$ cat src/rtl/dispenser_pkg.sv
// Shared types and default constants for the pill-dispenser sequencer.
// Dose codes double as indices into the pending-request vector.
package dispenser_pkg;

  typedef enum logic [2:0] {
    S_IDLE,
    S_ARM,
    S_STEP,
    S_NUDGE,
    S_WAIT_DROP,
    S_ALARM,
    S_EMPTY
  } state_e;

  typedef enum logic [1:0] {
    DOSE_MANUAL    = 2'b00,
    DOSE_MORNING   = 2'b01,
    DOSE_AFTERNOON = 2'b10,
    DOSE_EVENING   = 2'b11
  } dose_e;

  localparam int STEP_DIV_DEF       = 50000;
  localparam int STEPS_PER_SLOT_DEF = 200;
  localparam int NUDGE_STEPS_DEF    = 8;
  localparam int DROP_TIMEOUT_DEF   = 25000000;
  localparam int MAX_RETRY_DEF      = 2;
  localparam int NUM_SLOTS_DEF      = 21;
  localparam int CNT_W              = 16;

  function automatic logic [3:0] sat_add(
    input logic [3:0] a,
    input logic [2:0] n
  );
    logic [4:0] s;
    s = {1'b0, a} + {2'b00, n};
    return (s > 5'd15) ? 4'd15 : s[3:0];
  endfunction

endpackage

$ cat src/rtl/dose_sequencer_if.sv
// Request, sensor and status bundle between the scheduler and the sequencer.
// master drives requests/sensor/ack, slave is the sequencer.
interface dose_sequencer_if;
  logic       morningReq;
  logic       afternoonReq;
  logic       eveningReq;
  logic       manualReq;
  logic       pillSensor;
  logic       ack;
  logic       stepPulse;
  logic       motorEnable;
  logic [4:0] slotIndex;
  logic [1:0] doseType;
  logic       busy;
  logic       doneP;
  logic       alarm;
  logic       empty;
  logic [3:0] missedCount;

  modport master (
    output morningReq, afternoonReq, eveningReq, manualReq,
    output pillSensor, ack,
    input  stepPulse, motorEnable, slotIndex, doseType,
    input  busy, doneP, alarm, empty, missedCount
  );

  modport slave (
    input  morningReq, afternoonReq, eveningReq, manualReq,
    input  pillSensor, ack,
    output stepPulse, motorEnable, slotIndex, doseType,
    output busy, doneP, alarm, empty, missedCount
  );
endinterface

$ cat src/rtl/step_gen.sv
// Stepper strobe generator: clock divider plus step down-counter.
// Shared by full-slot advances and retry nudges.
module step_gen
  import dispenser_pkg::*;
#(
  parameter int STEP_DIV = STEP_DIV_DEF
) (
  input  logic             clk,
  input  logic             rst_n,
  input  logic             load,
  input  logic [CNT_W-1:0] count,
  input  logic             enable,
  output logic             stepPulse,
  output logic             finished
);
  localparam int DW = $clog2(STEP_DIV + 1);
  localparam logic [DW-1:0] DIV_TOP = DW'(STEP_DIV - 1);

  logic [DW-1:0]    div_q, div_d;
  logic [CNT_W-1:0] cnt_q, cnt_d;
  logic             tick;

  assign tick      = enable && (div_q == DIV_TOP) && (cnt_q != '0);
  assign stepPulse = tick;
  // a zero load finishes at once rather than spinning forever
  assign finished  = enable &&
                     ((cnt_q == '0) || (tick && cnt_q == CNT_W'(1)));

  always_comb begin
    div_d = '0;
    cnt_d = cnt_q;
    if (load) begin
      cnt_d = count;
    end else if (enable) begin
      div_d = (div_q == DIV_TOP) ? '0 : div_q + DW'(1);
      if (tick) cnt_d = cnt_q - CNT_W'(1);
    end
  end

  always_ff @(posedge clk or negedge rst_n) begin
    if (!rst_n) begin
      div_q <= '0;
      cnt_q <= '0;
    end else begin
      div_q <= div_d;
      cnt_q <= cnt_d;
    end
  end
endmodule

$ cat src/rtl/dose_sequencer.sv
// Carousel dose sequencer: queues dose requests, advances one slot per dose,
// confirms the drop, nudges on a miss and latches alarm/empty for a caregiver.
module dose_sequencer
  import dispenser_pkg::*;
#(
  parameter int STEP_DIV       = STEP_DIV_DEF,
  parameter int STEPS_PER_SLOT = STEPS_PER_SLOT_DEF,
  parameter int NUDGE_STEPS    = NUDGE_STEPS_DEF,
  parameter int DROP_TIMEOUT   = DROP_TIMEOUT_DEF,
  parameter int MAX_RETRY      = MAX_RETRY_DEF,
  parameter int NUM_SLOTS      = NUM_SLOTS_DEF
) (
  input logic             CLOCK_50,
  input logic             reset,
  dose_sequencer_if.slave io
);
  localparam int TW = $clog2(DROP_TIMEOUT + 1);
  localparam int RW = (MAX_RETRY > 0) ? $clog2(MAX_RETRY + 1) : 1;

  state_e           state_q, state_d;
  logic [3:0]       pend_q, pend_d;
  dose_e            dose_q, dose_d;
  logic [4:0]       slot_q, slot_d;
  logic [3:0]       miss_q, miss_d;
  logic [RW-1:0]    retry_q, retry_d;
  logic [TW-1:0]    tmo_q, tmo_d;
  logic             done_q, done_d;
  logic [2:0]       sync_q, sync_d;
  logic [3:0]       req, eff;
  logic             rise, adv;
  logic             sg_load, sg_en, sg_pulse, sg_fin;
  logic [CNT_W-1:0] sg_count;

  assign req  = {io.eveningReq, io.afternoonReq,
                 io.morningReq, io.manualReq};
  assign eff  = pend_q | req;
  assign rise = sync_q[1] & ~sync_q[2];

  step_gen #(
    .STEP_DIV (STEP_DIV)
  ) u_step (
    .clk       (CLOCK_50),
    .rst_n     (reset),
    .load      (sg_load),
    .count     (sg_count),
    .enable    (sg_en),
    .stepPulse (sg_pulse),
    .finished  (sg_fin)
  );

  always_comb begin
    state_d  = state_q;
    pend_d   = eff;
    dose_d   = dose_q;
    slot_d   = slot_q;
    miss_d   = miss_q;
    retry_d  = retry_q;
    tmo_d    = '0;
    done_d   = 1'b0;
    sync_d   = {sync_q[1:0], io.pillSensor};
    sg_load  = 1'b0;
    sg_en    = 1'b0;
    sg_count = CNT_W'(STEPS_PER_SLOT);
    adv      = 1'b0;
    unique case (state_q)
      S_IDLE: begin
        if (eff != '0) begin
          state_d = S_ARM;
          if (eff[1])      dose_d = DOSE_MORNING;
          else if (eff[2]) dose_d = DOSE_AFTERNOON;
          else if (eff[3]) dose_d = DOSE_EVENING;
          else             dose_d = DOSE_MANUAL;
          pend_d[dose_d] = 1'b0;
        end
      end
      S_ARM: begin
        sg_load = 1'b1;
        state_d = S_STEP;
      end
      S_STEP, S_NUDGE: begin
        sg_en = 1'b1;
        if (sg_fin) state_d = S_WAIT_DROP;
      end
      S_WAIT_DROP: begin
        tmo_d = tmo_q + TW'(1);
        // a detected drop wins over a timeout landing on the same cycle
        if (done_q) begin
          adv = 1'b1;
        end else if (rise) begin
          done_d = 1'b1;
        end else if (tmo_q == TW'(DROP_TIMEOUT - 1)) begin
          if (retry_q < RW'(MAX_RETRY)) begin
            retry_d  = retry_q + RW'(1);
            sg_load  = 1'b1;
            sg_count = CNT_W'(NUDGE_STEPS);
            state_d  = S_NUDGE;
          end else begin
            miss_d  = sat_add(miss_q, 3'd1);
            state_d = S_ALARM;
          end
        end
      end
      S_ALARM: begin
        if (io.ack) adv = 1'b1;
      end
      S_EMPTY: begin
        miss_d = sat_add(miss_q, 3'($countones(eff)));
        pend_d = '0;
        if (io.ack) begin
          slot_d  = '0;
          state_d = S_IDLE;
        end
      end
      default: state_d = S_IDLE;
    endcase
    if (adv) begin
      retry_d = '0;
      if (slot_q == 5'(NUM_SLOTS - 1)) begin
        state_d = S_EMPTY;
      end else begin
        slot_d  = slot_q + 5'd1;
        state_d = S_IDLE;
      end
    end
  end

  always_ff @(posedge CLOCK_50 or negedge reset) begin
    if (!reset) begin
      state_q <= S_IDLE;
      pend_q  <= '0;
      dose_q  <= DOSE_MANUAL;
      slot_q  <= '0;
      miss_q  <= '0;
      retry_q <= '0;
      tmo_q   <= '0;
      done_q  <= 1'b0;
      sync_q  <= '0;
    end else begin
      state_q <= state_d;
      pend_q  <= pend_d;
      dose_q  <= dose_d;
      slot_q  <= slot_d;
      miss_q  <= miss_d;
      retry_q <= retry_d;
      tmo_q   <= tmo_d;
      done_q  <= done_d;
      sync_q  <= sync_d;
    end
  end

  assign io.stepPulse   = sg_pulse;
  assign io.motorEnable = (state_q == S_ARM) || (state_q == S_STEP) ||
                          (state_q == S_NUDGE) ||
                          (state_q == S_WAIT_DROP);
  assign io.slotIndex   = slot_q;
  assign io.doseType    = dose_q;
  assign io.busy        = (state_q != S_IDLE);
  assign io.doneP       = done_q;
  assign io.alarm       = (state_q == S_ALARM) || (state_q == S_EMPTY);
  assign io.empty       = (state_q == S_EMPTY);
  assign io.missedCount = miss_q;
endmodule

$ cat src/flat_wrapper.sv
// flat-port wrapper written by rule: the top's interface ports become plain ports
module dose_sequencer_flat import dispenser_pkg::*;
#(
  parameter int STEP_DIV       = STEP_DIV_DEF,
  parameter int STEPS_PER_SLOT = STEPS_PER_SLOT_DEF,
  parameter int NUDGE_STEPS    = NUDGE_STEPS_DEF,
  parameter int DROP_TIMEOUT   = DROP_TIMEOUT_DEF,
  parameter int MAX_RETRY      = MAX_RETRY_DEF,
  parameter int NUM_SLOTS      = NUM_SLOTS_DEF
)
  (CLOCK_50, reset, io_morningReq, io_afternoonReq, io_eveningReq, io_manualReq, io_pillSensor, io_ack, io_stepPulse, io_motorEnable, io_slotIndex, io_doseType, io_busy, io_doneP, io_alarm, io_empty, io_missedCount);
  dose_sequencer_if io_i ();
  input logic CLOCK_50;
  input logic reset;
  input wire logic [$bits(io_i.morningReq)-1:0] io_morningReq;
  input wire logic [$bits(io_i.afternoonReq)-1:0] io_afternoonReq;
  input wire logic [$bits(io_i.eveningReq)-1:0] io_eveningReq;
  input wire logic [$bits(io_i.manualReq)-1:0] io_manualReq;
  input wire logic [$bits(io_i.pillSensor)-1:0] io_pillSensor;
  input wire logic [$bits(io_i.ack)-1:0] io_ack;
  output wire logic [$bits(io_i.stepPulse)-1:0] io_stepPulse;
  output wire logic [$bits(io_i.motorEnable)-1:0] io_motorEnable;
  output wire logic [$bits(io_i.slotIndex)-1:0] io_slotIndex;
  output wire logic [$bits(io_i.doseType)-1:0] io_doseType;
  output wire logic [$bits(io_i.busy)-1:0] io_busy;
  output wire logic [$bits(io_i.doneP)-1:0] io_doneP;
  output wire logic [$bits(io_i.alarm)-1:0] io_alarm;
  output wire logic [$bits(io_i.empty)-1:0] io_empty;
  output wire logic [$bits(io_i.missedCount)-1:0] io_missedCount;
  assign io_i.morningReq = io_morningReq;
  assign io_i.afternoonReq = io_afternoonReq;
  assign io_i.eveningReq = io_eveningReq;
  assign io_i.manualReq = io_manualReq;
  assign io_i.pillSensor = io_pillSensor;
  assign io_i.ack = io_ack;
  assign io_stepPulse = io_i.stepPulse;
  assign io_motorEnable = io_i.motorEnable;
  assign io_slotIndex = io_i.slotIndex;
  assign io_doseType = io_i.doseType;
  assign io_busy = io_i.busy;
  assign io_doneP = io_i.doneP;
  assign io_alarm = io_i.alarm;
  assign io_empty = io_i.empty;
  assign io_missedCount = io_i.missedCount;
  dose_sequencer #(.STEP_DIV(STEP_DIV), .STEPS_PER_SLOT(STEPS_PER_SLOT), .NUDGE_STEPS(NUDGE_STEPS), .DROP_TIMEOUT(DROP_TIMEOUT), .MAX_RETRY(MAX_RETRY), .NUM_SLOTS(NUM_SLOTS)) u_core (.CLOCK_50(CLOCK_50), .reset(reset), .io(io_i));
endmodule
$ cat config.mk
export PLATFORM = sky130hd
export DESIGN_NAME = dose_sequencer_flat
export DESIGN_NICKNAME = d
export VERILOG_FILES = /design/src/rtl/dispenser_pkg.sv /design/src/rtl/dose_sequencer_if.sv /design/src/rtl/step_gen.sv /design/src/rtl/dose_sequencer.sv /design/src/flat_wrapper.sv
export SDC_FILE = /design/constraint.sdc
export NUM_CORES = 1
export LEC_CHECK = 0
export ABC_AREA = 0
export CORE_MARGIN = 4
export CORE_UTILIZATION = 45
export CTS_CLUSTER_DIAMETER = 200
export DETAILED_ROUTE_END_ITERATION = 8
export GPL_ROUTABILITY_DRIVEN = 1
export HOLD_SLACK_MARGIN = 0.02
export PLACE_DENSITY = 0.65
export SYNTH_ARGS = -nofsm -noshare
export SYNTH_HDL_FRONTEND = slang
export SYNTH_HIERARCHICAL = 1
export SYNTH_SLANG_ARGS = --single-unit
$ cat constraint.sdc
create_clock -name CLOCK_50 -period 2.5 [get_ports CLOCK_50]
set_input_delay 0.625 -clock CLOCK_50 [delete_from_list [all_inputs] [get_ports CLOCK_50]]
set_output_delay 0.625 -clock CLOCK_50 [all_outputs]
set_load 0.02 [all_outputs]
==> metrics.yaml <==
clkTransAtPathRegs_ps: 90
ys_seq_area_share_pct: 45.6
drt_wl_total_mm: 9.82
boundaryPins: 25
via_per_inst: 5.19
skew_ps: 11.7
syn_avg_cell_area_um2: 9.30
slew_viol_final: 0
finalSetupViolCount: 2
dp_hpwl_mm: 7.00
core_area_um2: 9680
most-common-layout-cells: "80 x dfrtp_1, 66 x buf_4, 56 x nor2_1, 42 x nand2_1, 28 x xnor2_1"
maxSlewHeadroom_pct: 63.2
vias: 3700
cts_sinks: 81
setup_ws_ps: -172
crit_required_ps: 1880
drv_cap: 0
gp_congestion: 0.836
whs_ps: 190
cts_tree: "done"
synth_warnings: 6
grt_antenna_before_repair: 0
ys_types: 60
max_freq_mhz: 374
hp-class: "in -> async"
finalInstanceArea_um2: 5570
worst-setup-path-type: "reg -> out"
drive_gt1_share_pct: 20.3
grtUsageTotal_pct: 18.2
netlist_instances: 478
synth_edf_count: 0
syn2layout_area_growth_pct: 25.3
nets: 595
regArea_um2: 2030
synth_area_um2: 4440
power.leakage_nw: 2.20
fp.dieArea_um2: 11500
synthFlopType: "dfrtp_1"
h-tree-depth: 3
row_count: 36
mostFrequentLayoutCell: "dfrtp_1"
insertion_delay_ps: 360
path_max_fanout: 2
numPortBuffers: 24
synth_top_area_share_pct: 45.6
cts_hold_buf: 0
ir_worst_vdd_mv: 0.249
cp-start-kind: "flip-flop"
async_flop_share_pct: 100
ys_ff_latch: 81
grt_setup_unrepaired: "true"
first_pass_iters: 4
overflow: 0
tightest_slew_ps: 548
power.density_nw_per_um2: 468
ctsRootBufferMaster: "clkbuf_8"
wire_per_inst_um: 13.8
min_period_ps: 2670
dieWidth_um: 107
grt_max_degree: 37
end_kind: "output port"
drtIter0Drc: 184
antenna-diode-count: 0
nFillCells: 860
start_util_pct: 45.9
r2r_slack_ps: -10
grt_pass1_vias: 3703
antenna_left: 0
violations: "setup timing"
yosysTopAreaCell: "dfrtp_1"
yosys-top-cells-area: "dfrtp_1 46%, xnor2_1 5.5%, nor2_1 5.0%"
die_h_um: 107
grt_pass1_wl_mm: 17.0
multiInputGateArea_um2: 2370
cp.arrival_ps: 2050
outcome: "finished, violations left"
clk_path_buf_depth: 2
fin_crit_sh_pct: 107
finalHoldViolCount: 0
placed_area_um2: 5310
drc: 0
cts_buffers: 9
==> metal layers <==
layer  share of wire [%]  routed length (um)  GRT usage [%]  up-vias
li1                    -                   -              -     1877
met1                  48                4690           24.7     1775
met2                  49                4780           29.9       44
met3                 3.0                 290           3.42        4
met4                0.62                  61           5.41        0
met5                   0                   0              0        -
==> synthesized netlist by cell type (2+ instances only) <==
cell / count
and4_1: 4
inv_1: 20
conb_1: 2
nand3b_1: 2
nor3_1: 18
xor2_1: 15
nor2_1: 59
o311ai_0: 6
xnor2_1: 28
buf_1: 2
and3_1: 4
dfrtp_1: 81
clkbuf_1: 12
o211ai_1: 2
mux2_2: 4
or3b_2: 2
fa_1: 3
nand2_1: 43
a211oi_1: 3
nand3_1: 25
nand4b_1: 2
nor2b_1: 3
o21ai_0: 26
a21o_1: 2
nor4_1: 15
or4_1: 4
ha_1: 9
nand2b_1: 7
a31oi_1: 3
a21oi_1: 12
nand4_1: 10
o22ai_1: 3
o31ai_1: 3
mux2i_1: 3
nor3b_1: 3
or3_1: 12
or2_2: 2
or4b_1: 2
==> flip-flops by register name, summed over array words and instances, names as in the netlist <==
name and flops:
u_core/io.missedCount 4, u_core/io.doseType 2, u_core/io.doneP 1, u_core/tmo_q 25
u_core/retry_q 2, u_core/sync_q 3, u_core/state_q 3, u_core/u_step/div_q 16
u_core/u_step/cnt_q 16, u_core/io.slotIndex 5, u_core/pend_q 4
==> area by class of cell <==
| type | instances | share of cell area (%) |
|---|---|---|
| multi-input combinational | 373 | 42.7 |
| sequential | 81 | 36.4 |
| timing repair buffer | 90 | 13.3 |
| tap | 133 | 2.99 |
| clock buffer | 12 | 2.79 |
| inverter | 20 | 1.35 |
| clock inverter | 4 | 0.495 |
==> through the flow <==
stage	utilization [%]	instances	setup TNS, ps	power (W)	setup slack, ps
CTS	56.9	709	-222	0.00263	-195
global route	57.5	713	-356	0.00274	-238
finish	57.5	713	-184	0.00261	-172
detailed placement	54.8	693	-2490	0.00172	-630
floorplan	-	490	-85.6	0.00157	-48.5
global placement	54.8	693	-2320	0.00171	-598
==> cells by family after synthesis <==
family	synth area share, %
buf+inv	3.24
compound gates	9.91
mux	1.69
flops	45.6
simple gates	27.0
fa+ha+maj	3.89
xor+xnor	8.48
other cells	0.169
==> worst paths after layout <==
check	startpoint	to	cells after the start
worst min-delay path	reset	u_core/pend_q[0]	1
min in group CLOCK_50	u_core/sync_q[0]	u_core/sync_q[1]	0
worst max-delay path	u_core/u_step/div_q[10]	io_stepPulse	4
worst min register to register	u_core/sync_q[0]	u_core/sync_q[1]	0
max in group asynchronous	reset	u_core/u_step/div_q[1]	2
worst max register to register	u_core/u_step/div_q[10]	u_core/u_step/cnt_q[13]	6
==> power breakdown <==
group	total, W	switching, W	internal [W]
logic	0.000280	0.000137	0.000143
registers	0.00142	0.0000468	0.00138
clock network	0.000903	0.000489	0.000414
total	0.00261	0.000672	0.00193
==> repair_timing <==
item	4_1_cts	5_1_grt
pin swaps	5	9
setup endpoints to repair	10	22
resized for setup	17	12
setup buffers	0	4
==> worst max-delay path, cell delays in order (launching register included) <==
cell	delay [ps]
dfrtp_1	390
or4b_4	540
or4_4	540
nor2_4	110
buf_6	120
No activity file was read; power rests on OpenSTA's default activity.
